<file path="src/rtl/hilo_unit_pkg.sv">
// Shared types and constants for the HI/LO multiply control stage.
package hilo_unit_pkg;

   localparam int unsigned WORD_W          = 32;
   localparam int unsigned DWORD_W         = 64;
   localparam int unsigned CNT_W           = 4;
   localparam int unsigned MUL_LAT_DEFAULT = 2;

   typedef enum logic {
      IDLE = 1'b0,
      RUN  = 1'b1
   } hilo_state_e;

endpackage

</file>
<file path="src/rtl/hilo_lat_counter.sv">
// Settle-window down-counter: loadable, decrements to zero, flags zero.
module hilo_lat_counter
   import hilo_unit_pkg::*;
#(
   parameter int unsigned W = CNT_W
) (
   input  logic         clock,
   input  logic         clear,
   input  logic         load,
   input  logic [W-1:0] load_val,
   input  logic         dec,
   output logic [W-1:0] count,
   output logic         zero
);

   always_ff @(posedge clock) begin
      if (clear) begin
         count <= '0;
      end else if (load) begin
         count <= load_val;
      end else if (dec && (count != '0)) begin
         count <= count - W'(1);
      end
   end

   assign zero = (count == '0);

endmodule

</file>
<file path="src/rtl/hilo_unit.sv">
// HI/LO register stage: launches operands to the Booth multiplier, waits
// MUL_LAT cycles, captures the product, and services MTHI/MTLO writes.
module hilo_unit
   import hilo_unit_pkg::*;
#(
   parameter int unsigned MUL_LAT = MUL_LAT_DEFAULT
) (
   input  logic              clock,
   input  logic              clear,
   input  logic              start,
   input  logic [WORD_W-1:0] a,
   input  logic [WORD_W-1:0] b,
   output logic [WORD_W-1:0] mul_x,
   output logic [WORD_W-1:0] mul_y,
   input  logic [WORD_W-1:0] prod_lo,
   input  logic [WORD_W-1:0] prod_hi,
   input  logic              mthi,
   input  logic              mtlo,
   input  logic [WORD_W-1:0] wdata,
   output logic              busy,
   output logic              done,
   output logic [WORD_W-1:0] hi,
   output logic [WORD_W-1:0] lo,
   output hilo_state_e       fsm_state
);

   logic             cnt_load;
   logic             cnt_dec;
   logic             cnt_zero;
   logic [CNT_W-1:0] cnt;

   // Counter is loaded on the accepting edge and runs only while in RUN.
   assign cnt_load = (fsm_state == IDLE) && start;
   assign cnt_dec  = (fsm_state == RUN) && !cnt_zero;

   hilo_lat_counter #(
      .W(CNT_W)
   ) u_lat_counter (
      .clock    (clock),
      .clear    (clear),
      .load     (cnt_load),
      .load_val (CNT_W'(MUL_LAT - 1)),
      .dec      (cnt_dec),
      .count    (cnt),
      .zero     (cnt_zero)
   );

   always_ff @(posedge clock) begin
      if (clear) begin
         fsm_state <= IDLE;
         mul_x     <= '0;
         mul_y     <= '0;
         hi        <= '0;
         lo        <= '0;
         busy      <= 1'b0;
         done      <= 1'b0;
      end else begin
         done <= 1'b0;
         case (fsm_state)
            IDLE: begin
               if (mthi) hi <= wdata;
               if (mtlo) lo <= wdata;
               if (start) begin
                  mul_x     <= a;
                  mul_y     <= b;
                  busy      <= 1'b1;
                  fsm_state <= RUN;
               end
            end
            RUN: begin
               // mthi/mtlo/start are ignored here; the product always wins.
               if (cnt_zero) begin
                  hi        <= prod_hi;
                  lo        <= prod_lo;
                  done      <= 1'b1;
                  busy      <= 1'b0;
                  fsm_state <= IDLE;
               end
            end
            default: fsm_state <= IDLE;
         endcase
      end
   end

endmodule

</file>
<file path="config.mk">
export PLATFORM = sky130hd
export DESIGN_NAME = hilo_unit
export DESIGN_NICKNAME = d
export VERILOG_FILES = /design/src/rtl/hilo_unit_pkg.sv /design/src/rtl/hilo_lat_counter.sv /design/src/rtl/hilo_unit.sv
export SDC_FILE = /design/constraint.sdc
export NUM_CORES = 1
export LEC_CHECK = 0
export ABC_AREA = 1
export CAP_MARGIN = 20
export CORE_MARGIN = 10
export CORE_UTILIZATION = 41
export DETAILED_ROUTE_END_ITERATION = 16
export GPL_TIMING_DRIVEN = 1
export PLACE_DENSITY = 0.82
export SYNTH_ARGS = -nofsm -noshare
export SYNTH_HDL_FRONTEND = slang
export SYNTH_SLANG_ARGS = --single-unit
</file>
<file path="constraint.sdc">
create_clock -name clock -period 1.79 [get_ports clock]
set_input_delay 0.358 -clock clock [delete_from_list [all_inputs] [get_ports clock]]
set_output_delay 0.358 -clock clock [all_outputs]
set_load 0.02 [all_outputs]
</file>
* After elaboration in Yosys (flattened, before gate mapping) *
Cells that the tools add are included.

storage, ports and cells
  flip-flop bits (word level) = 135
  input bits = 165
  output and inout port bits = 131
  word-level logic and storage cells = 43

cells by class
  add/subtract/negate cells = 1
  eq/ne operators = 4
  muxes and demuxes = 15
  bitwise logic cells = 1
  reduce and logical (&&, ||, !) cells = 13

operators with widths
  operator                                               count
  two-way mux 32 bit                                     4
  case mux 32 bit (2 select lines)                       2
  AND reduction 2 bit                                    4
  two-way mux 1 bit                                      7
  inequality test 2 bit, second input constant           3
  logical NOT 4 bit                                      1
  case mux 1 bit (2 select lines)                        2
  nonzero test 4 bit                                     1
  OR reduction 2 bit                                     2
  subtractor 4 x 1 -> 4 bit, second input constant       1
  logical AND 1 bit                                      3
  inequality test 2 x 1 -> 1 bit, second input constant  1
  nonzero test 2 bit                                     1
  logical NOT 1 bit                                      1
  NOT 1 bit                                              1

* Depth between registers and ports, before layout *
Gate-level depths: netlist of run 1.

  depth in word-level cells = 6
  mapped depth = 8
  gate-level depth less buffers = 7

* By module *
From an unflattened synthesis of run 1, not the netlist that was laid out.

unflattened totals
  cell total of the unflattened synthesis = 924
  area total of the unflattened synthesis = 5928.2 um^2

modules (own cells, without submodules)
  module            times used  cells an instance  area an instance (um^2)  seq. area each (um^2)
  hilo_unit         1           883                5654.2                   2622.5
  hilo_lat_counter  1           41                 274.0                    80.1

* Worst setup path after synthesis of run 1 *
No wires, ideal clock.

  path kind = register -> register
  start = reg fsm_state
  end = reg hi[0]
  library setup time = 0.115 ns
  arrival time = 1.239 ns
  data required time = 1.675 ns
  setup slack = 0.436 ns
  stages on the path, launching flop included = 7
  path buffers = 3
  clock period less this slack = 1.354 ns
  path through = dfxtp_1 buf_4 nand3_2 buf_2 buf_2 a21oi_1 nor2_1

on the way
  cells in the longest elaborated chain, start to end = 3
  elaborated cells between the ends (all ways) = 5
  classes of those cells = eq/ne: 2; mux: 1; bitwise: 1; reduce/logical: 1

ends and longest elaborated chain
  what                             line             text
  start: declaration               hilo_unit.sv:24  output hilo_state_e fsm_state
  start signal: assignment         hilo_unit.sv:50  fsm_state <= IDLE;
  start signal: assignment         hilo_unit.sv:67  fsm_state <= RUN;
  start signal: assignment         hilo_unit.sv:77  fsm_state <= IDLE;
  NOT 1 bit (no line)              n/a
  inequality test 2 bit (no line)  n/a
  AND reduction 2 bit (no line)    n/a
  end signal: assignment           hilo_unit.sv:61  if (mthi) hi <= wdata;
  end signal: assignment           hilo_unit.sv:73  hi <= prod_hi;
  end: declaration                 hilo_unit.sv:22  output logic [WORD_W-1:0] hi,

Several ways; a longest one is shown, not always the timed one.
A chain may end at the register's enable or synchronous reset.

* Worst setup path after layout of run 1 *
  start = reg hi[14]
  end = out hi[14]

No word-level cell between the ends.

==> results of run 1 <==
==> per-layer routing <==
metal,share of wire [%],global-route usage [%]
met1,39,21.41
met2,46,33.50
met3,13,11.22
met4,1.5,6.413
met5,0,0
==> state kept, by name (all words and copies together) (netlist names) <==
| register | cells |
|---|---|
| done | 1 |
| mul_y | 32 |
| fsm_state | 1 |
| busy | 1 |
| u_lat_counter.count | 4 |
| hi | 32 |
| lo | 32 |
| mul_x | 32 |
==> synth_stat cells <==
cell | instances | share of area, %
buf_2 | 29 | 2.4
buf_4 | 2 | 0.25
clkbuf_1 | 23 | 1.5
nand3_2 | 1 | 0.17
nand3_1 | 67 | 5.6
o21ai_1 | 55 | 4.6
nor2_1 | 200 | 13
o21ai_0 | 9 | 0.76
dfxtp_1 | 135 | 46
buf_1 | 11 | 0.70
a21oi_1 | 68 | 5.7
nand4_1 | 2 | 0.21
inv_1 | 68 | 4.3
inv_2 | 3 | 0.19
nand2_1 | 234 | 15
nand2_2 | 2 | 0.21
ha_1 | 1 | 0.21
a21boi_1 | 1 | 0.13
==> worst min path at each step <==
stage / start / to / slack [ps] / cells after the start
floorplan: clear / fsm_state / 430 / 1
global placement: mul_y[28] / mul_y[28] / 460 / 2
detailed placement: mul_y[7] / mul_y[7] / 470 / 2
CTS: mul_y[23] / mul_y[23] / 480 / 2
global route: mul_y[4] / mul_y[4] / 500 / 2
finish: mul_y[23] / mul_y[23] / 480 / 2
==> power breakdown <==
part | switching, mW | internal (mW)
Combinational | 1.30 | 1.17
Sequential | 0.150 | 3.31
Clock | 1.31 | 1.87
==> metrics by stage <==
step	TNS (ps)	utilization (%)	power (mW)	instance area, um2
3_3_place_gp	0	64.80	5.994	9100
2_1_floorplan	0	-	4.777	5937
3_5_place_dp	0	64.80	6.036	9100
4_1_cts	0	68.64	9.220	9638
6_report	0	69.22	9.116	9721
5_1_grt	-0.2640	69.22	9.589	9721
==> cell type report <==
cell class	count	share of cell area, %
repair buffers	313	33.83
flip-flops and latches	135	27.82
multi-input cells	640	27.67
clock buffers	21	4.840
inverters	71	2.755
well taps	180	2.317
clock inverters	11	0.7723
==> timing repair <==
action / in CTS / in global routing
hold endpoints to repair: 0 / 0
hold buffers: 0 / 0
setup endpoints to repair: 6 / 33
setup buffers: 0 / 0
resized for setup: 6 / 33
gates cloned: 0 / 0
==> cell families after synthesis <==
kind of cell    after synthesis
simple gates                506
buf+inv                     136
flops                       135
compound gates              133
fa+ha+maj                     1
==> cell usage in the layout (no fill, tap or decap), types with 6 or more instances in the layout <==
master / netlist / layout
nand3_1: 67 / 67
dlymetal6s2s_1: 0 / 33
nor2_1: 200 / 200
buf_4: 2 / 8
o21ai_0: 9 / 9
dfxtp_1: 135 / 134
nand2_1: 234 / 233
clkdlybuf4s50_1: 0 / 256
buf_12: 0 / 10
dlygate4sd2_1: 0 / 6
inv_1: 68 / 68
clkbuf_16: 0 / 17
o21ai_1: 55 / 55
a21oi_1: 68 / 68
==> results by group, run 1 <==
Status
  – Status: complete, no violations

Clock tree
  – Root buffer cell: clkbuf_16
  – CTS tree: yes
  – Total clock sinks: ~140
  – Reg clk slew, reported paths: 60 ps
  – CTS Buf Count: 17
  – Clk_lat worst skew: 420 ps
  – Clk buf depth: 2
  – # H-tree levels: 4

Timing
  – PnR worst setup slack: between 40 and 50 ps
  – Slew @ Worst Pin: 402.7 ps
  – Hold Vio Cnt, Final: 0
  – Final setup viols: 0
  – Slew HR: 73.11%
  – Clock Skews: 6.786 ps
  – Fmax: 571.8 MHz
  – Period utilization: 97.70%
  – Slew Limit Fails: 0
  – Hold slack: ~480 ps
  – Tmin final: 1749 ps

Synth
  – Synth Area in Compound Gates: 11.25%
  – Yosys cell types: 18
  – Seq/Total Area, Yosys: 45.52%
  – Synthesized instance count: 911
  – Synth Area in Simple Gates: 33.68%
  – Synth Area in XOR/XNOR: 0%
  – Largest family of logic cells by synthesized area: simple AND/OR/NAND/NOR gates
  – Adder-cell share of the synthesized area: 0.2107%
  – Syn nets: roughly 1,100
  – FF+latch count, synth: 135
  – Synth Cell Area: a little under 6000 um2
  – Yosys warns: 0
  – Mux cell area share after synthesis: 0%
  – Mapped Avg Cell Area: 6.517 um2

Global routing
  – Overflow after GRT: 0
  – Gr usage total: 20.22%
  – Largest net degree at the start of global routing: 75
  – Vias in the first global route: 6,197
  – Initial antenna violation count: 0
  – First-pass GRT wire length: 32,410 um

Setup path
  – Launching point of the worst reg2reg path: fsm_state
  – WP data required: 1430 ps
  – Worst r2r dst: mul_x[13]
  – Delay-heaviest family, CP: buffers and inverters
  – Crit path DAT: 1390 ps
  – Critical path cell sequence: clkdlybuf4s50_1
  – CP Launch Type: flop
  – Slowest stage cell, crit path: clkdlybuf4s50_1
  – R2R depth: 6
  – Crit path to: hi[14]
  – Crit path capture type: output pin
  – CP peak stage delay: 630 ps
  – Largest fanout on the critical path: 2
  – Critical path class: flop to output pin
  – R2R Setup Slk: 260 ps
  – Worst Setup SP: hi[14]
  – Worst Path Buf+Inv: 1
  – Crit path depth: 1

Layout
  – Fillers: about 1,200
  – Area grow syn2layout: 63.73%
  – Fin nets: 1,344
  – Fraction of layout cells with a size suffix above 1: 4.786%
  – Non-Filler Instances: 1,371
  – Area occupied by multi-input gates: 2690 um2
  – Sequential Area: 2704 um2
  – Antenna diode count: 0

Floorplan
  – Initial Utilization: 42.28%
  – Core area: 14,040 um2
  – Die span in y: 140.3 um
  – Die ar.: about 20,000 um2
  – Ports: 296
  – Chip width: 140.3 um
  – Row count: 43

Hold path
  – Type of the tightest min-delay check: flop to flop

Route
  – First drt pass iteration count: 4
  – Detail Route Antenna Nets: 0
  – Routed len/inst: 15.38 um
  – Via count: 6,499
  – # DRC: 0
  – Final WL: 21,090 um
  – Vias per cell: 4.740
  – Drt first-iter violations: 337

Placed design
  – Number of port buffers: 295
  – Dpl hpwl: 15,680 um
  – # placed instances: 1,339
  – GP Congestion: around 0.82
  – Worst slack, placed: ~170 ps

Run
  – Max cap viols: 0

Power
  – Pwr/cell area: 937.9 nW/um2
  – Lkg Pwr: 4.771 nW
  – Maximum vdd drop: 654.1 uV
Power figures use the tool's default switching activity.
==> run 2, diff against run 1 <==
--- a/config.mk
+++ b/config.mk
@@ -12,6 +12,7 @@
 export DETAILED_ROUTE_END_ITERATION = 16
 export GPL_TIMING_DRIVEN = 1
 export PLACE_DENSITY = 0.82
+export RECOVER_POWER = 50
 export SYNTH_ARGS = -nofsm -noshare
 export SYNTH_HDL_FRONTEND = slang
 export SYNTH_SLANG_ARGS = --single-unit
==> run 2 against run 1 <==
  * Fmax barely moved
  * Count of clock-buffer cells in the layout did not move
  * Combinational power fell by 4%
  * Via count rose by 0.17%
  * Clock skew barely moved
  * Highest routed layer unchanged
==> results by group, run 2 (synthesis gave the netlist of run 1 again) <==
Timing
  – Hold Vio Cnt, Final: 0 (unchanged)
  – Slew Limit Fails: 0 (unchanged)
  – Slew HR: 66.77% (-6.3 points)
  – Slew @ Worst Pin: 498.5 ps (+95.82 ps)
  – Final setup viols: 0 (unchanged)
  – Fmax: 571.8 MHz (about the same)
  – Clock Skews: 7.155 ps (+0.3697 ps)
  – PnR worst setup slack: 41.04 ps (-0.2146 ps)
  – Tmin final: 1749 ps (+0.2146 ps)
  – Period utilization: 97.71% (about the same)

Layout
  – Fin nets: 1,344 (unchanged)
  – Commonest non-fill, non-tap cell in the layout: clkdlybuf4s50_1
  – Antenna diode count: 0 (unchanged)
  – Fraction of layout cells with a size suffix above 1: 4.450% (-0.34 points)
  – Final core occ: 66.87% (-2.4 points)
  – Area grow syn2layout: 58.17%
  – Finished Cell Area: 9390 um2 (-3.4%)
  – Most frequent cells in the layout: 256 x clkdlybuf4s50_1, 234 x nand2_1, 200 x nor2_1

Floorplan
  – Initial Utilization: 42.28% (unchanged)
  – Die ar.: 19,690 um2 (unchanged)
  – Row count: 43 (unchanged)
  – Ports: 296 (unchanged)
  – Chip width: 140.3 um (unchanged)
  – Core area: 14,040 um2 (unchanged)
  – Die span in y: 140.3 um (unchanged)

Global routing
  – First-pass GRT wire length: 32,410 um (unchanged)
  – Initial antenna violation count: 0 (unchanged)
  – Gr usage total: 20.22% (unchanged)
  – Overflow after GRT: 0 (unchanged)
  – Vias in the first global route: 6,197 (unchanged)
  – Largest net degree at the start of global routing: 75 (unchanged)

Power
  – Switching fraction of total power: 30.53% (+0.23 points)
  – Net Sw Power: 2.755 mW (-0.28%)
  – Maximum vdd drop: 652.3 uV (-0.27%)
  – Logic pwr share: 26.4% (-0.8 points)
  – Internal Power: 6.268 mW (-1.3%)
  – Pwr/cell area: 960.9 nW/um2 (+2.5%)
  – Clk pwr share: 35.2% (+0.3 points)
  – Lkg Pwr: 4.193 nW (-12%)
  – Sequential Power Share: 38.3% (+0.4 points)
  – Tot Pwr: 9.023 mW (-1.0%)

Clock tree
  – CTS Buf Count: 17 (unchanged)
  – Clk buf depth: 2 (unchanged)
  – CTS tree: yes
  – Total clock sinks: 135 (unchanged)
  – Root buffer cell: clkbuf_16
  – Post-CTS Setup Bufs: 0 (unchanged)
  – Clk_lat worst skew: 420 ps (about the same)
  – # H-tree levels: 4 (unchanged)
  – Reg clk slew, reported paths: 60 ps (about the same)

Placed design
  – Placed cell areas: 9100 um2 (unchanged)
  – Dpl hpwl: 15,680 um (unchanged)
  – GP Congestion: 0.8162 (unchanged)
  – Number of port buffers: 295 (unchanged)
  – Worst slack, placed: 174.6 ps (unchanged)

Route
  – Detail Route Antenna Nets: 0 (unchanged)
  – # DRC: 0 (unchanged)
  – Vias per cell: 4.748 (+0.17%)
  – Via count: 6,510 (+0.17%)
  – First drt pass iteration count: 5 (+1)
  – Drt first-iter violations: 313 (-7.1%)
  – Routed len/inst: 15.32 um (-0.44%)
  – Final WL: 21,000 um (-0.44%)

Setup path
  – CP peak stage delay: 650 ps (+20 ps)
  – Delay-heaviest family, CP: buffers and inverters
  – Crit path capture type: output pin
  – R2R depth: 5 (-1)
  – Crit path DAT: 1390 ps (about the same)
  – Worst Path Buf+Inv: 1 (unchanged)
  – Critical path cell sequence: clkdlybuf4s50_1
  – Largest fanout on the critical path: 2 (unchanged)
  – Crit path depth: 1 (unchanged)
  – CP Launch Type: flop
  – Slowest stage cell, crit path: clkdlybuf4s50_1
  – Critical path class: flop to output pin
  – WP data required: 1430 ps (about the same)

Hold path
  – Type of the tightest min-delay check: flop to flop
  – Hold Path Depth: 2 (unchanged)

Run
  – Max cap viols: 0 (unchanged)

Status
  – Status: complete, no violations
==> run 2: cell count changes in the layout (fill, tap and decap cells not counted), moves of 2 or more <==
cell / delta
buf_12: -2
buf_6: +2
clkbuf_2: +3
clkbuf_1: +33
buf_4: -3
dlymetal6s2s_1: -33
==> run 2: tightest hold or removal path, delay by kind of cell, from the launching register on <==
family | cells | cell delay, ps
AND/OR/NAND/NOR | 2 | 130
flip-flops | 1 | 320
==> run 2: timing repair <==
item / CTS / global route
hold endpoints to repair: 0 / 0
gates resized for setup: 6 / 33
hold buffers: 0 / 0
cloned: 0 / 0
setup endpoints to repair: 6 / 33
pin swaps: 0 / 0
==> run 2: worst paths after layout <==
path | slack, ps | to | from
max | 40 | hi[27] | hi[27]
min reg2reg | 480 | mul_y[23] | mul_y[23]
min | 480 | mul_y[23] | mul_y[23]
max reg2reg | 150 | lo[0] | fsm_state
==> run 2: metal layers <==
| layer | vias up | wire (um) | track usage, % |
|---|---|---|---|
| met5 | - | 0 | 0 |
| met4 | 0 | 312 | 6.413 |
| met3 | 25 | 2777 | 11.22 |
| met2 | 238 | 9799 | 33.50 |
| met1 | 2874 | 8107 | 21.41 |
| li1 | 3373 | - | - |
==> run 2: area by class of cell <==
class / instances / area [um2]
clock buffer: 21 / 470.5
clock inverter: 11 / 75.07
fill: 1237 / 4652
inverter: 71 / 267.8
multi-input combinational: 640 / 2675
sequential: 135 / 2703
tap: 180 / 225.2
timing repair buffer: 313 / 2974
==> run 2: metrics by stage <==
| step | setup TNS (ps) | hold slack [ps] | std cells |
|---|---|---|---|
| CTS | 0 | 483.8 | 1371 |
| global route | -0.2640 | 501.8 | 1371 |
| detailed placement | 0 | 471.0 | 1339 |
| floorplan | 0 | 427.1 | 911 |
| global placement | 0 | 461.8 | 1339 |
| finish | 0 | 477.8 | 1371 |
==> run 2: power groups by stage <==
stage | logic (mW) | registers, mW | clock network (mW)
6_report | 2.39 | 3.46 | 3.18
5_1_grt | 2.63 | 3.49 | 3.38
4_1_cts | 2.52 | 3.46 | 3.24
3_5_place_dp | 2.51 | 3.52 | 0
2_1_floorplan | 0.907 | 3.87 | 0
3_3_place_gp | 2.48 | 3.51 | 0
